--- src/rtl/pwm_ramp_seq_if.sv ---
// Signal bundle for pwm_ramp_seq: the TL-UL style host register port and the
// PWM register write port. The sequencer takes the slave view; its environment the master view.
interface pwm_ramp_seq_if;
    logic        re_i;
    logic        we_i;
    logic [7:0]  addr_i;
    logic [31:0] wdata_i;
    logic [31:0] rdata_o;
    logic        error_o;
    logic        pwm_we_o;
    logic        pwm_re_o;
    logic [7:0]  pwm_addr_o;
    logic [31:0] pwm_wdata_o;
    logic        busy_o;
    logic        done_o;

    modport slave (
        input  re_i, we_i, addr_i, wdata_i,
        output rdata_o, error_o, pwm_we_o, pwm_re_o, pwm_addr_o, pwm_wdata_o, busy_o, done_o
    );

    modport master (
        output re_i, we_i, addr_i, wdata_i,
        input  rdata_o, error_o, pwm_we_o, pwm_re_o, pwm_addr_o, pwm_wdata_o, busy_o, done_o
    );
endinterface

--- src/rtl/pwm_ramp_seq.sv ---
// PWM duty-cycle ramp sequencer: programs one PWM channel, then steps its duty
// cycle from START_DC to TARGET_DC with a programmable dwell between steps.
module pwm_ramp_seq #(
    parameter logic [7:0]  CH1_BASE = 8'h00,
    parameter logic [7:0]  CH2_BASE = 8'h10,
    parameter int unsigned DW       = 16
) (
    input logic           clk_i,
    input logic           rst_ni,
    pwm_ramp_seq_if.slave bus
);
    typedef enum logic [3:0] {
        S_IDLE, S_WR_RST, S_WR_DIV, S_WR_PER, S_WR_DC, S_WR_RUN,
        S_DWELL, S_STEP_WR, S_DONE, S_WR_STOP
    } state_e;

    localparam logic [2:0] R_DIV = 3'd0, R_PER = 3'd1, R_START = 3'd2,
                           R_TGT = 3'd3, R_STEP = 3'd4, R_DWELL = 3'd5, R_CMD = 3'd6;

    state_e          state_q, state_d;
    logic [DW-1:0]   cfg_q [6];
    logic [DW-1:0]   cfg_d [6];
    logic [DW-1:0]   cur_dc_q, cur_dc_d;
    logic [DW-1:0]   dwell_cnt_q, dwell_cnt_d;
    logic            chsel_q, chsel_d;
    logic            done_q, done_d;

    logic [2:0]      idx;
    logic            mapped, host_wr, busy, cmd_wr;
    logic            start_req, abort_req, clr_req, start_ok, abort_ok, cfg_locked;
    logic [7:0]      base;
    logic [DW-1:0]   step_eff, dwell_load, next_dc;
    logic [DW:0]     up_sum, dn_diff;
    logic            unused_wdata;

    assign idx        = bus.addr_i[4:2];
    assign mapped     = (bus.addr_i[1:0] == 2'b00) && (bus.addr_i[7:5] == 3'b000) && (idx != 3'd7);
    assign host_wr    = bus.we_i & ~bus.re_i;
    assign busy       = (state_q != S_IDLE);
    assign cmd_wr     = host_wr & mapped & (idx == R_CMD);
    assign start_req  = cmd_wr & bus.wdata_i[0];
    assign abort_req  = cmd_wr & bus.wdata_i[1];
    assign clr_req    = cmd_wr & bus.wdata_i[3];
    assign start_ok   = start_req & ~abort_req & ~busy;
    assign abort_ok   = abort_req & busy;
    // DWELL stays writable mid-ramp; the ramp shape registers are frozen.
    assign cfg_locked = busy & (idx <= R_STEP);
    assign base       = chsel_q ? CH2_BASE : CH1_BASE;
    assign unused_wdata = ^bus.wdata_i[31:DW];

    assign bus.error_o = ((bus.re_i | bus.we_i) & ~mapped)
                       | (host_wr & mapped & cfg_locked)
                       | (start_req & ~abort_req & busy);
    assign bus.pwm_re_o = 1'b0;
    assign bus.busy_o   = busy;
    assign bus.done_o   = done_q;

    always_comb begin
        bus.rdata_o = 32'h0;
        if (mapped) begin
            if (idx == R_CMD) bus.rdata_o = {16'(cur_dc_q), 12'b0, chsel_q, done_q, busy, 1'b0};
            else              bus.rdata_o = 32'(cfg_q[idx]);
        end
    end

    // Saturating step in DW+1 bits so neither direction can wrap past the target.
    always_comb begin
        step_eff   = (cfg_q[R_STEP] == '0) ? DW'(1) : cfg_q[R_STEP];
        dwell_load = (cfg_q[R_DWELL] == '0) ? '0 : cfg_q[R_DWELL] - DW'(1);
        up_sum     = {1'b0, cur_dc_q} + {1'b0, step_eff};
        dn_diff    = {1'b0, cur_dc_q} - {1'b0, step_eff};
        if (cfg_q[R_TGT] > cur_dc_q)
            next_dc = (up_sum > {1'b0, cfg_q[R_TGT]}) ? cfg_q[R_TGT] : up_sum[DW-1:0];
        else
            next_dc = (dn_diff[DW] || (dn_diff[DW-1:0] < cfg_q[R_TGT])) ? cfg_q[R_TGT] : dn_diff[DW-1:0];
    end

    // NOTE: every always_comb output gets a default first so no path infers a latch.
    always_comb begin
        cfg_d = cfg_q;
        if (host_wr && mapped && idx <= R_DWELL && !cfg_locked) cfg_d[idx] = bus.wdata_i[DW-1:0];
    end

    always_comb begin
        state_d         = state_q;
        cur_dc_d        = cur_dc_q;
        dwell_cnt_d     = dwell_cnt_q;
        chsel_d         = chsel_q;
        done_d          = done_q;
        bus.pwm_we_o    = 1'b0;
        bus.pwm_addr_o  = 8'h00;
        bus.pwm_wdata_o = 32'h0;

        unique case (state_q)
            S_IDLE: if (start_ok) begin
                state_d = S_WR_RST;
                chsel_d = bus.wdata_i[2];
            end
            S_WR_RST: begin
                bus.pwm_we_o = 1'b1; bus.pwm_addr_o = base; bus.pwm_wdata_o = 32'h80;
                state_d = S_WR_DIV;
            end
            S_WR_DIV: begin
                bus.pwm_we_o = 1'b1; bus.pwm_addr_o = base + 8'd4; bus.pwm_wdata_o = 32'(cfg_q[R_DIV]);
                state_d = S_WR_PER;
            end
            S_WR_PER: begin
                bus.pwm_we_o = 1'b1; bus.pwm_addr_o = base + 8'd8; bus.pwm_wdata_o = 32'(cfg_q[R_PER]);
                state_d = S_WR_DC;
            end
            S_WR_DC: begin
                bus.pwm_we_o = 1'b1; bus.pwm_addr_o = base + 8'd12; bus.pwm_wdata_o = 32'(cfg_q[R_START]);
                cur_dc_d = cfg_q[R_START];
                state_d  = S_WR_RUN;
            end
            S_WR_RUN: begin
                bus.pwm_we_o = 1'b1; bus.pwm_addr_o = base; bus.pwm_wdata_o = 32'h14;
                dwell_cnt_d  = dwell_load;
                state_d      = (cur_dc_q == cfg_q[R_TGT]) ? S_DONE : S_DWELL;
            end
            S_DWELL: begin
                if (dwell_cnt_q == '0) state_d = S_STEP_WR;
                else                   dwell_cnt_d = dwell_cnt_q - DW'(1);
            end
            S_STEP_WR: begin
                bus.pwm_we_o = 1'b1; bus.pwm_addr_o = base + 8'd12; bus.pwm_wdata_o = 32'(next_dc);
                cur_dc_d     = next_dc;
                dwell_cnt_d  = dwell_load;
                state_d      = (next_dc == cfg_q[R_TGT]) ? S_DONE : S_DWELL;
            end
            S_DONE:    state_d = S_IDLE;
            S_WR_STOP: begin
                bus.pwm_we_o = 1'b1; bus.pwm_addr_o = base; bus.pwm_wdata_o = 32'h0;
                state_d = S_IDLE;
            end
            default:   state_d = S_IDLE;
        endcase

        if (abort_ok) state_d = S_WR_STOP;
        // Completion is applied last so it wins over a coincident clear.
        if (clr_req || start_ok)                done_d = 1'b0;
        if (state_q == S_DONE && !abort_ok)     done_d = 1'b1;
    end

    // NOTE: sequential state uses non-blocking assignments so every flop samples pre-edge values.
    // NOTE: the small config array is reset like any other register; it is flops, not a RAM macro.
    always_ff @(posedge clk_i or negedge rst_ni) begin
        if (!rst_ni) begin
            state_q     <= S_IDLE;
            cur_dc_q    <= '0;
            dwell_cnt_q <= '0;
            chsel_q     <= 1'b0;
            done_q      <= 1'b0;
            for (int i = 0; i < 6; i++) cfg_q[i] <= '0;
        end else begin
            state_q     <= state_d;
            cur_dc_q    <= cur_dc_d;
            dwell_cnt_q <= dwell_cnt_d;
            chsel_q     <= chsel_d;
            done_q      <= done_d;
            cfg_q       <= cfg_d;
        end
    end
endmodule

--- src/flat_wrapper.sv ---
// flat-port wrapper written by rule: the top's interface ports become plain ports
module pwm_ramp_seq_flat 
#(
    parameter logic [7:0]  CH1_BASE = 8'h00,
    parameter logic [7:0]  CH2_BASE = 8'h10,
    parameter int unsigned DW       = 16
)
  (clk_i, rst_ni, bus_re_i, bus_we_i, bus_addr_i, bus_wdata_i, bus_rdata_o, bus_error_o, bus_pwm_we_o, bus_pwm_re_o, bus_pwm_addr_o, bus_pwm_wdata_o, bus_busy_o, bus_done_o);
  pwm_ramp_seq_if bus_i ();
  input logic clk_i;
  input logic rst_ni;
  input wire logic [$bits(bus_i.re_i)-1:0] bus_re_i;
  input wire logic [$bits(bus_i.we_i)-1:0] bus_we_i;
  input wire logic [$bits(bus_i.addr_i)-1:0] bus_addr_i;
  input wire logic [$bits(bus_i.wdata_i)-1:0] bus_wdata_i;
  output wire logic [$bits(bus_i.rdata_o)-1:0] bus_rdata_o;
  output wire logic [$bits(bus_i.error_o)-1:0] bus_error_o;
  output wire logic [$bits(bus_i.pwm_we_o)-1:0] bus_pwm_we_o;
  output wire logic [$bits(bus_i.pwm_re_o)-1:0] bus_pwm_re_o;
  output wire logic [$bits(bus_i.pwm_addr_o)-1:0] bus_pwm_addr_o;
  output wire logic [$bits(bus_i.pwm_wdata_o)-1:0] bus_pwm_wdata_o;
  output wire logic [$bits(bus_i.busy_o)-1:0] bus_busy_o;
  output wire logic [$bits(bus_i.done_o)-1:0] bus_done_o;
  assign bus_i.re_i = bus_re_i;
  assign bus_i.we_i = bus_we_i;
  assign bus_i.addr_i = bus_addr_i;
  assign bus_i.wdata_i = bus_wdata_i;
  assign bus_rdata_o = bus_i.rdata_o;
  assign bus_error_o = bus_i.error_o;
  assign bus_pwm_we_o = bus_i.pwm_we_o;
  assign bus_pwm_re_o = bus_i.pwm_re_o;
  assign bus_pwm_addr_o = bus_i.pwm_addr_o;
  assign bus_pwm_wdata_o = bus_i.pwm_wdata_o;
  assign bus_busy_o = bus_i.busy_o;
  assign bus_done_o = bus_i.done_o;
  pwm_ramp_seq #(.CH1_BASE(CH1_BASE), .CH2_BASE(CH2_BASE), .DW(DW)) u_core (.clk_i(clk_i), .rst_ni(rst_ni), .bus(bus_i));
endmodule
--- config.mk ---
export PLATFORM = sky130hd
export DESIGN_NAME = pwm_ramp_seq_flat
export DESIGN_NICKNAME = d
export VERILOG_FILES = /design/src/rtl/pwm_ramp_seq_if.sv /design/src/rtl/pwm_ramp_seq.sv /design/src/flat_wrapper.sv
export SDC_FILE = /design/constraint.sdc
export NUM_CORES = 1
export LEC_CHECK = 0
export BUFFER_PORTS_ARGS = -buffer_cell sky130_fd_sc_hd__buf_2
export CAP_MARGIN = 20
export CORE_UTILIZATION = 60
export DETAILED_ROUTE_END_ITERATION = 10
export GPL_ROUTABILITY_DRIVEN = 1
export PLACE_DENSITY = 0.92
export SYNTH_ARGS = -nofsm -noshare
export SYNTH_HDL_FRONTEND = slang
export SYNTH_SLANG_ARGS = --single-unit
--- constraint.sdc ---
create_clock -name clk_i -period 16.1 [get_ports clk_i]
set_input_delay 1.61 -clock clk_i [delete_from_list [all_inputs] [get_ports clk_i]]
set_output_delay 1.61 -clock clk_i [all_outputs]
set_load 0.005 [all_outputs]
==> load_flow_metrics.sql <==
INSERT INTO impl_metrics (metric_group, metric, value, unit) VALUES
('sta', 'max_freq', '0.112', 'GHz'),
('global_routing', 'grt_overflow_total', '0', ''),
('yosys', 'post_synth_num_cell_types', '83', ''),
('yosys', 'yosys_most_used_dff', 'dfrtp_1', ''),
('power', 'worst_ir_drop_vdd', '0.147', 'mV'),
('global_routing', 'wire_length_of_the_first_global_routing_pass', '54800', 'um'),
('global_routing', 'initial_antenna_violation_count', '0', ''),
('yosys', 'synth_mux_area_share', '10.5', '%'),
('yosys', 'syn_inst', '1236', ''),
('floorplanning', 'design.core.area', '18000', 'um2'),
('sta', 'timing.final.max_slew_violations', '0', ''),
('final_layout', 'filler_cell_count', '1270', ''),
('placed_design', 'detailed_placer_s_ending_hpwl', '24800', 'um'),
('power', 'p_clk_share', '30.8', '%'),
('clock_network', 'clock_sink_count', '134', ''),
('routing', 'vias_per_cell', '7.21', ''),
('final_layout', 'fin_nets', '1405', ''),
('sta', 'final_hold_violation_count', '0', ''),
('power', 'power_frac_seq', '28.4', '%'),
('floorplanning', 'floorplan.initialDensity', '61.4', '%'),
('sta', 'finalClockSkew', '0.00896', 'ns'),
('sta', 'setup_viol', '0', ''),
('routing', 'route.final.wire_length', '35300', 'um'),
('clock_network', 'cts_tree', 'done', ''),
('setup_path', 'worst_r2r_path_depth', '20', ''),
('clock_network', 'cts_resized', '0', ''),
('yosys', 'main_combinational_cell_family_by_area_after_synthesis', 'compound AO/OA/AOI/OAI gates', ''),
('power', 'power_density', '118', 'nW/um2'),
('setup_path', 'timing.critical_path.cells', 'nor4_1 > a41o_1 > ha_1 > nand2b_1 > a2111o_1 > a211oi_1 > o211a_1 > nor2b_1 > xnor2_1 > ha_1 > nand4_1 > nor3_1 > a221oi_1 > a21oi_1 > nor3_1 > nand2_1 > nand2_1 > o221ai_1 > o21ai_0 > a221o_1 > buf_2', ''),
('setup_path', 'critical_path_required', '14.49', 'ns'),
('yosys', 'synth-async-reset-ratio', '100', '%'),
('final_layout', 'most_frequent_standard_cell_in_the_layout_excluding_fill_and_tap_cells', 'dfrtp_1', ''),
('power', 'design_power_total', '1.42', 'mW'),
('setup_path', 'setup.worst_path.class', 'reg -> out', ''),
('setup_path', 'cp_max_fo', '20', ''),
('routing', 'final_antenna_net_count', '0', ''),
('setup_path', 'data_arrival_critical_path', '7.33', 'ns'),
('sta', 'worst_slew_pin_slew', '1.07', 'ns'),
('final_layout', 'multi_input_combinational_cell_area', '6990', 'um2'),
('sta', 'timing.final.crit_period', '8.94', 'ns'),
('yosys', 'synth-simple-area-share', '15.2', '%'),
('yosys', 'synth.yosys.seq_area_share', '30.4', '%'),
('clock_network', 'cts_hold_buffers', '0', ''),
('yosys', 'syn_area_per_cell', '8.92', 'um2'),
('setup_path', 'cp-start-kind', 'flop', ''),
('yosys', 'synth_enable_flop_cells', '0', ''),
('floorplanning', 'die-area', '18900', 'um2'),
('final_layout', 'layout.cells.most_common_list', 'dfrtp_1 (134), mux2_2 (98), nand2_1 (91), nor2_1 (89), ha_1 (84)', ''),
('routing', 'dr_total_vias', '10900', ''),
('power', 'switching_power', '0.574', 'mW'),
('floorplanning', 'die-width', '138', 'um'),
('clock_network', 'cts_made_buffers', '17', ''),
('setup_path', 'critical_path.endpoint_type', 'primary output', ''),
('final_layout', 'final_layout_size_suffix_gt1_share', '19.2', '%'),
('yosys', 'adder_cell_area_share_of_the_yosys_netlist', '9.89', '%'),
('worst_hold_path', 'holdCritPathClass', 'reg -> reg', ''),
('power', 'power_leakage', '5.93', 'nW'),
('placed_design', 'gp_congestion', '0.973', ''),
('routing', 'drtIter0Drc', '1617', ''),
('status', 'result_of_the_run', 'complete, no violations', ''),
('final_layout', 'ff_latch_area', '3350', 'um2'),
('setup_path', 'critPathMaxStageDelay', '0.74', 'ns'),
('final_layout', 'syn2layout_area_growth', '9.72', '%'),
('routing', 'detail_route.first_pass.iterations', '9', ''),
('clock_network', 'cts_max_level', '4', ''),
('floorplanning', 'die-height', '138', 'um'),
('yosys', 'post_synth_xor_area_fraction', '4.11', '%'),
('floorplanning', 'fp-row-count', '49', ''),
('clock_network', 'clk_latency', '0.43', 'ns'),
('worst_hold_path', 'min_delay_path_depth', '1', ''),
('routing', 'wl_per_cell', '23.3', 'um');
## metrics by stage
step | std cells | hold WS (ns) | utilization, % | cell area [um2] | setup slack (ns)
final | 1517 | 0.541 | 67.4 | 12100 | 7.16
after CTS | 1511 | 0.540 | 67.1 | 12100 | 7.61
after floorplan | 1257 | 0.483 | - | 11100 | 9.78
after global routing | 1516 | 0.557 | 67.4 | 12100 | 6.86
after global placement | 1480 | 0.512 | 63.5 | 11400 | 8.17
after detailed placement | 1480 | 0.522 | 63.5 | 11400 | 8.08
## worst paths after layout
path | from | slack, ns | to
setup reg to reg | u_core.cfg_q[29]$_DFFE_PN0P_ | 9.33 | u_core.cur_dc_q[13]$_DFFE_PN0P_
hold reg to reg | u_core.dwell_cnt_q[1]$_DFFE_PN0P_ | 0.54 | u_core.dwell_cnt_q[1]$_DFFE_PN0P_
min in group asynchronous | rst_ni | 1.20 | u_core.dwell_cnt_q[11]$_DFFE_PN0P_
max in group asynchronous | rst_ni | 13.63 | u_core.cur_dc_q[8]$_DFFE_PN0P_
setup / recovery | u_core.cfg_q[29]$_DFFE_PN0P_ | 7.16 | bus_pwm_wdata_o[13]
hold / removal | u_core.dwell_cnt_q[1]$_DFFE_PN0P_ | 0.54 | u_core.dwell_cnt_q[1]$_DFFE_PN0P_
## sequential cells by signal (all words and copies together) (netlist names)
name and flops:
u_core.cur_dc_q 16, u_core.bus.done_o 1, u_core.dwell_cnt_q 16, u_core.chsel_q 1
u_core.state_q 4, u_core.cfg_q 96
## power by group through the flow
stage	sequential, mW	combinational (mW)	clock (mW)
floorplan	0.389	0.407	0
global placement	0.403	0.508	0
detailed placement	0.405	0.530	0
CTS	0.402	0.552	0.437
global route	0.407	0.633	0.452
finish	0.405	0.580	0.438
## worst max-delay path: cells and delay by family, from the launching register on
family                   cells  cell delay [ns]
AO/OA/AOI/OAI                9             2.80
flip-flops                   1             0.47
buffers and inverters        1             0.11
XOR/XNOR                     1             0.46
AND/OR/NAND/NOR              8             2.50
adder cells (fa/ha/maj)      2             0.55
## cell type report
cell class                 count  area share (%)
inverter                      79            2.45
tap                          229            2.37
timing repair buffer          95            4.34
clock buffer                  19            3.74
antenna                        1          0.0207
multi-input combinational    948            57.7
sequential                   134            27.7
clock inverter                12            1.65
## synth_stat cells, types with 17 or more instances
cell type,n,area [um2]
dfrtp_1,134,3350
mux2_2,98,1100
nand2_1,91,342
nor2_1,89,334
ha_1,84,1050
inv_1,77,289
clkbuf_1,61,229
a21oi_1,57,285
o21ai_0,52,260
a22oi_1,48,360
nor3_1,29,145
xnor2_1,29,254
a31oi_1,26,163
and2_1,23,144
buf_4,23,173
a21o_1,21,158
nand3_1,17,85.1
## kinds of logic after synthesis
group | Yosys count
compound gates | 351
xor+xnor | 47
fa+ha+maj | 86
buf+inv | 175
flops | 134
mux | 103
other cells | 1
simple gates | 339
## routing by layer
metal,vias up,GRT usage (%),wire length (um)
met5,-,0,0
met1,5183,48.9,12900
li1,4581,-,-
met2,947,58.2,15800
met3,232,10.5,4340
met4,0,21.9,2250
Power figures use the tool's default switching activity.
